<file path="src/rtl/lcd_controller_pkg.sv">
// +---------------------------------------------------------------------------+
// | lcd_controller_pkg: FSM states, MMIO offsets and status bits for the LCD  |
// | Revision: 1.0                                                             |
// +---------------------------------------------------------------------------+
`default_nettype none

package lcd_controller_pkg;

    typedef enum logic [2:0] {
        ST_IDLE  = 3'd0,
        ST_SETUP = 3'd1,
        ST_PULSE = 3'd2,
        ST_HOLD  = 3'd3,
        ST_EXEC  = 3'd4
    } lcd_state_t;

    localparam logic [1:0] c_REG_DATA   = 2'b00;
    localparam logic [1:0] c_REG_CMD    = 2'b01;
    localparam logic [1:0] c_REG_STATUS = 2'b10;
    localparam logic [1:0] c_REG_CLR    = 2'b11;

    localparam int c_STAT_BUSY    = 0;
    localparam int c_STAT_FULL    = 1;
    localparam int c_STAT_OVF     = 2;
    localparam int c_STAT_LVL_LSB = 8;
    localparam int c_STAT_LVL_MSB = 11;

    // Clear-display and return-home need the long execution wait.
    function automatic logic is_long_cmd(input logic rs, input logic [7:0] b);
        return !rs && ((b == 8'h01) || (b == 8'h02) || (b == 8'h03));
    endfunction

endpackage

`default_nettype wire

</file>
<file path="src/rtl/lcd_controller_sync_fifo.sv">
// +---------------------------------------------------------------------------+
// | sync_fifo: single-clock FIFO with push/pop, full/empty and fill level     |
// | Revision: 1.0                                                             |
// +---------------------------------------------------------------------------+
`default_nettype none

module sync_fifo #(
    parameter int WIDTH = 9,
    parameter int DEPTH = 8
) (
    input  logic             clk,
    input  logic             rst_n,
    input  logic             push,
    input  logic [WIDTH-1:0] wdata,
    input  logic             pop,
    output logic [WIDTH-1:0] rdata,
    output logic             full,
    output logic             empty,
    output logic [3:0]       level
);

    localparam int c_PTR_W = $clog2(DEPTH);
    localparam int c_CNT_W = $clog2(DEPTH) + 1;

    logic [WIDTH-1:0]   r_mem [DEPTH];
    logic [c_PTR_W-1:0] r_wr_ptr;
    logic [c_PTR_W-1:0] r_rd_ptr;
    logic [c_CNT_W-1:0] r_count;
    logic               w_push_ok;
    logic               w_pop_ok;

    assign full      = (r_count == c_CNT_W'(DEPTH));
    assign empty     = (r_count == '0);
    assign level     = 4'(r_count);
    assign rdata     = r_mem[r_rd_ptr];
    // Full is judged on the current count, so a push never rides on a same-cycle pop.
    assign w_push_ok = push && !full;
    assign w_pop_ok  = pop && !empty;

    always_ff @(posedge clk) begin
        if (!rst_n) begin
            r_wr_ptr <= '0;
            r_rd_ptr <= '0;
            r_count  <= '0;
        end else begin
            if (w_push_ok) begin
                r_mem[r_wr_ptr] <= wdata;
                r_wr_ptr        <= r_wr_ptr + c_PTR_W'(1);
            end
            if (w_pop_ok) begin
                r_rd_ptr <= r_rd_ptr + c_PTR_W'(1);
            end
            case ({w_push_ok, w_pop_ok})
                2'b10:   r_count <= r_count + c_CNT_W'(1);
                2'b01:   r_count <= r_count - c_CNT_W'(1);
                default: r_count <= r_count;
            endcase
        end
    end

endmodule

`default_nettype wire

</file>
<file path="src/rtl/lcd_controller.sv">
// +---------------------------------------------------------------------------+
// | lcd_controller: MMIO-fed HD44780 bus sequencer (setup, E pulse, hold, exec)|
// | Revision: 1.0                                                             |
// +---------------------------------------------------------------------------+
`default_nettype none

module lcd_controller
    import lcd_controller_pkg::*;
#(
    parameter int FIFO_DEPTH  = 8,
    parameter int T_SETUP     = 2,
    parameter int T_PULSE     = 8,
    parameter int T_HOLD      = 2,
    parameter int T_EXEC      = 80,
    parameter int T_EXEC_LONG = 3200,
    parameter int CNT_W       = 16
) (
    input  logic        clk,
    input  logic        rst_n,
    input  logic        reg_we,
    input  logic [1:0]  reg_addr,
    input  logic [7:0]  reg_wdata,
    output logic [31:0] reg_rdata,
    output logic [7:0]  lcd_data,
    output logic [1:0]  lcd_ctrl,
    output logic        lcd_enable,
    output logic        irq_idle
);

    lcd_state_t       r_state;
    lcd_state_t       w_state_nxt;
    logic [CNT_W-1:0] r_timer;
    logic [CNT_W-1:0] w_timer_nxt;
    logic [7:0]       r_data;
    logic [7:0]       w_data_nxt;
    logic             r_rs;
    logic             w_rs_nxt;
    logic             r_enable;
    logic             w_enable_nxt;
    logic             r_overflow;

    logic             w_push;
    logic             w_push_rs;
    logic             w_pop;
    logic             w_full;
    logic             w_empty;
    logic [8:0]       w_fifo_rdata;
    logic [3:0]       w_level;
    logic             w_timer_zero;
    logic [31:0]      w_status;

    assign w_push    = reg_we && ((reg_addr == c_REG_DATA) || (reg_addr == c_REG_CMD));
    assign w_push_rs = (reg_addr == c_REG_DATA);
    assign w_pop     = (r_state == ST_IDLE) && !w_empty;

    sync_fifo #(
        .WIDTH (9),
        .DEPTH (FIFO_DEPTH)
    ) u_fifo (
        .clk   (clk),
        .rst_n (rst_n),
        .push  (w_push),
        .wdata ({w_push_rs, reg_wdata}),
        .pop   (w_pop),
        .rdata (w_fifo_rdata),
        .full  (w_full),
        .empty (w_empty),
        .level (w_level)
    );

    always_ff @(posedge clk) begin
        if (!rst_n) begin
            r_overflow <= 1'b0;
        end else if (reg_we && (reg_addr == c_REG_CLR)) begin
            r_overflow <= 1'b0;
        end else if (w_push && w_full) begin
            r_overflow <= 1'b1;
        end
    end

    always_ff @(posedge clk) begin
        if (!rst_n) begin
            r_state  <= ST_IDLE;
            r_timer  <= '0;
            r_data   <= '0;
            r_rs     <= 1'b0;
            r_enable <= 1'b0;
        end else begin
            r_state  <= w_state_nxt;
            r_timer  <= w_timer_nxt;
            r_data   <= w_data_nxt;
            r_rs     <= w_rs_nxt;
            r_enable <= w_enable_nxt;
        end
    end

    assign w_timer_zero = (r_timer == '0);

    // Every phase counts down to zero, then reloads for the next phase.
    always_comb begin
        w_state_nxt  = r_state;
        w_timer_nxt  = r_timer;
        w_data_nxt   = r_data;
        w_rs_nxt     = r_rs;
        w_enable_nxt = r_enable;
        case (r_state)
            ST_IDLE: begin
                if (!w_empty) begin
                    w_data_nxt  = w_fifo_rdata[7:0];
                    w_rs_nxt    = w_fifo_rdata[8];
                    w_timer_nxt = CNT_W'(T_SETUP - 1);
                    w_state_nxt = ST_SETUP;
                end
            end
            ST_SETUP: begin
                if (w_timer_zero) begin
                    w_enable_nxt = 1'b1;
                    w_timer_nxt  = CNT_W'(T_PULSE - 1);
                    w_state_nxt  = ST_PULSE;
                end else begin
                    w_timer_nxt = r_timer - CNT_W'(1);
                end
            end
            ST_PULSE: begin
                if (w_timer_zero) begin
                    w_enable_nxt = 1'b0;
                    w_timer_nxt  = CNT_W'(T_HOLD - 1);
                    w_state_nxt  = ST_HOLD;
                end else begin
                    w_timer_nxt = r_timer - CNT_W'(1);
                end
            end
            ST_HOLD: begin
                if (w_timer_zero) begin
                    w_timer_nxt = is_long_cmd(r_rs, r_data) ? CNT_W'(T_EXEC_LONG - 1)
                                                            : CNT_W'(T_EXEC - 1);
                    w_state_nxt = ST_EXEC;
                end else begin
                    w_timer_nxt = r_timer - CNT_W'(1);
                end
            end
            ST_EXEC: begin
                if (w_timer_zero) begin
                    w_state_nxt = ST_IDLE;
                end else begin
                    w_timer_nxt = r_timer - CNT_W'(1);
                end
            end
            default: begin
                w_state_nxt  = ST_IDLE;
                w_enable_nxt = 1'b0;
            end
        endcase
    end

    always_comb begin
        w_status                                = '0;
        w_status[c_STAT_BUSY]                   = (r_state != ST_IDLE) || !w_empty;
        w_status[c_STAT_FULL]                   = w_full;
        w_status[c_STAT_OVF]                    = r_overflow;
        w_status[c_STAT_LVL_MSB:c_STAT_LVL_LSB] = w_level;
    end

    assign reg_rdata  = w_status;
    assign lcd_data   = r_data;
    assign lcd_ctrl   = {r_rs, 1'b0};
    assign lcd_enable = r_enable;
    assign irq_idle   = w_empty && (r_state == ST_IDLE);

endmodule

`default_nettype wire

</file>
<file path="config.mk">
export PLATFORM = sky130hd
export DESIGN_NAME = lcd_controller
export DESIGN_NICKNAME = d
export VERILOG_FILES = /design/src/rtl/lcd_controller_pkg.sv /design/src/rtl/lcd_controller_sync_fifo.sv /design/src/rtl/lcd_controller.sv
export SDC_FILE = /design/constraint.sdc
export NUM_CORES = 1
export LEC_CHECK = 0
export BUFFER_PORTS_ARGS = -buffer_cell sky130_fd_sc_hd__buf_4
export CAP_MARGIN = 20
export CORE_MARGIN = 8
export CORE_UTILIZATION = 25
export CTS_BUF_LIST = sky130_fd_sc_hd__clkbuf_4 sky130_fd_sc_hd__clkbuf_8
export CTS_CLUSTER_DIAMETER = 150
export DETAILED_ROUTE_END_ITERATION = 8
export PLACE_DENSITY = 0.41
export SLEW_MARGIN = 20
export SYNTH_ARGS = -nofsm -noshare
export SYNTH_HDL_FRONTEND = slang
export SYNTH_SLANG_ARGS = --single-unit
</file>
<file path="constraint.sdc">
create_clock -name clk -period 3.7 [get_ports clk]
set_input_delay 0.74 -clock clk [delete_from_list [all_inputs] [get_ports clk]]
set_output_delay 0.74 -clock clk [all_outputs]
set_load 0.01 [all_outputs]
</file>
==> results.md <==
## STA
* 0 — number of hold-slack violations in the final timing report
* 0.0191 ns — skew final
* 2.83 ns — shortest period the worst path allows
* 0 — final setup violation count
* 353 MHz — timing-limited maximum frequency
* 0 ns — final setup TNS
* 25.7% — relative slew slack
* 1.11 ns — actual slew at the worst max-slew pin
* no — RSZ-0062 raised after global routing
* 76.5% — final clock period utilization by the worst path
* 0 — number of pins exceeding their max-slew limit in the final report

## Drt
* 4.52 — Vias/cell
* 0 — number of routed nets with antenna violations
* 180 — starting DRC count in detailed routing
* 3266 — count of vias placed by the detailed router
* 16.2 um — wire per inst
* 11700 um — final wirelength
* 0 — DR DRC count
* 4 — number of search-and-repair iterations in the first detailed-routing pass

## Hold path
* 2 — cell depth of the worst hold path
* register to register — type of the worst min-delay path

## Synth
* edfxtp_1 41%, dfxtp_1 15%, mux4_2 7.8% — dominant cells by area after synthesis
* 112 — FF+latch count, synth
* 66 — count of different cell masters after synthesis
* 41.5% — portion of synthesized cell area occupied by the leading cell type
* 411 — post-synthesis instance total
* 72 — EDFF count, synth
* edfxtp_1 — Main synth FF type
* 56.9% — share of synthesized area occupied by flip-flops and latches
* 0 — Yosys warnings
* edfxtp_1 — Synth area leader
* 5210 sq um — cell area after synthesis
* 12.7 sq um — average cell area after synthesis
* 0% — post-synthesis async set-or-reset flop share
* edfxtp_1 — most frequently used cell type in the post-synthesis netlist
* 72 x edfxtp_1, 41 x nor2_1, 40 x dfxtp_1, 30 x buf_4, 22 x a21oi_1 — list of most frequent post-synthesis cells

## Run status
* finished clean — outcome

## Cells and area
* 0 — Antenna diodes
* 2136 — fill count
* 463 — number of nets in the layout
* 28.3% — post-layout utilization of the core
* 12.9% — area added between synthesis and finish
* 21.0% — share of cells above drive strength 1
* 5880 sq um — Final Instance Area

## Clocking
* clkbuf_8 — cell at the root of the clock tree
* 0 — cts hold-fix bufs
* 112 — total number of clock tree sinks
* built — TritonCTS clock tree
* 2 — CTS max path bufs
* 9 — TritonCTS buffer count
* 0 — post-CTS repair timing setup buffer count
* 0.12 ns — clock edge transition at the registers on the reported setup and hold paths
* 0.40 ns — insertion delay to the later sink of the worst-skew pair
* 3 — H-tree lvl count
* 0 — cts repair resizes

## Power and ir drop
* 0.00201 uW — Leak
* 0.327 mV — peak supply drop
* 818 nW/um^2 — total power divided by cell area
* 4810 uW — total power consumption of the routed design

## Critical path
* 2 — WP buf/inv
* 2.09 ns — arrival time at the worst endpoint
* nor4_2 > nand2_1 > or2_2 > inv_1 > buf_4 — chain of cells forming the critical path
* 0.53 ns — Largest stage delay, worst path
* register — nature of the critical path startpoint
* nor4_2 — cell with the biggest individual delay on the critical path
* 5 — number of gates on the worst path with buffers counted
* 6 — crit-path max FO
* simple AND/OR/NAND/NOR gates — top cell family by delay on the critical path
* 2.96 ns — Worst EP required
* register to primary output — startpoint-to-endpoint class of the critical path
* primary output — crit end category
* 10 — FF-to-FF path depth

## Floorplan
* 160 um — Die Y
* 57 — number of ports placed on the die boundary
* 53 — number of rows in the core area
* 25700 sq um — die area
* 160 um — horizontal die dimension
* 20800 sq um — Core Box Area
* 25.1% — starting density of the core

## Run
* 0 — Max-cap violations

## Global route
* 0 — number of antenna violations at the first check in global routing
* 0 — grt total ovfl
* 3340 — number of global-route vias before repair
* 9.38% — total global-route track usage
* 25 — pin count of the biggest net entering global routing
* 18800 um — wire length of the first global-routing pass

## Placement
* 30 — buffers added on ports
* 5670 sq um — placed instance area
* 0.797 — Final GP Congestion
* 8150 um — post-detail-place hpwl

-- cells in the final DEF (no fill, tap or decap), types with 4 or more instances in the layout --
cell,instances
clkbuf_8,9
edfxtp_1,72
ha_1,7
nand2b_1,7
buf_4,42
a21oi_1,22
xor2_1,5
nand2_1,17
nor2_1,41
mux4_2,18
o21ai_0,7
nor3_1,11
conb_1,26
o211ai_1,6
mux2i_1,13
nand3_1,6
dfxtp_1,40
clkinv_8,4
or4_1,6
a211oi_1,11
inv_1,11
-- metrics by stage --
step	std cells	setup WS (ns)	hold slack (ns)
floorplan	436	0.973	0.462
global placement	706	0.730	0.482
detailed placement	706	0.710	0.487
CTS	722	0.786	0.506
global route	722	0.657	0.523
finish	722	0.868	0.504
-- kinds of logic after synthesis --
group,synth area share [%]
AO/OA/AOI/OAI,9.68
multiplexers,10.3
other,0.0720
adder cells (fa/ha/maj),2.07
XOR/XNOR,1.34
buffers and inverters,6.60
AND/OR/NAND/NOR,13.1
flip-flops,56.9
-- cell type report --
| cell class | count | area [sq um] | area share (%) |
|---|---|---|---|
| clock inverters | 7 | 92.6 | 1.57 |
| well taps | 275 | 344 | 5.85 |
| multi-input cells | 266 | 2000 | 34.0 |
| repair buffers | 42 | 315 | 5.36 |
| inverters | 11 | 41.3 | 0.702 |
| clock buffers | 9 | 124 | 2.11 |
| flip-flops and latches | 112 | 2960 | 50.4 |
-- tightest hold or removal path: stages, from the launching register on --
cell,delay (ns)
dfxtp_1,0.36
nand2_1,0.06
a21oi_1,0.05
-- state kept, by name, indices dropped and copies added, names as in the netlist --
name,cells
u_fifo.r_wr_ptr,3
r_rs,1
u_fifo.level,4
u_fifo.r_rd_ptr,3
r_timer,16
u_fifo.r_mem,72
r_overflow,1
lcd_enable,1
lcd_data,8
r_state,3
-- routing by layer --
metal  global-route usage [%]  share of wire (%)  wire [um]
met2                     16.0                 50       5870
met4                     3.70                1.7        193
met3                     2.23                3.8        443
met1                     11.2                 44       5170
met5                        0                  0          0
-- worst paths after layout --
kind | endpoint | start | slack (ns)
setup / recovery | irq_idle | u_fifo.level[0]$_SDFFE_PN0P_ | 0.87
hold / removal | u_fifo.r_wr_ptr[0]$_SDFFE_PN0P_ | u_fifo.r_wr_ptr[0]$_SDFFE_PN0P_ | 0.50
setup reg to reg | u_fifo.level[3]$_SDFFE_PN0P_ | u_fifo.level[0]$_SDFFE_PN0P_ | 0.98
hold reg to reg | u_fifo.r_wr_ptr[0]$_SDFFE_PN0P_ | u_fifo.r_wr_ptr[0]$_SDFFE_PN0P_ | 0.50
-- power breakdown --
| group | internal (uW) | switching [uW] |
|---|---|---|
| registers | 1500 | 267 |
| logic | 981 | 1300 |
| clock network | 275 | 485 |
(Power assumes the default switching activity.)
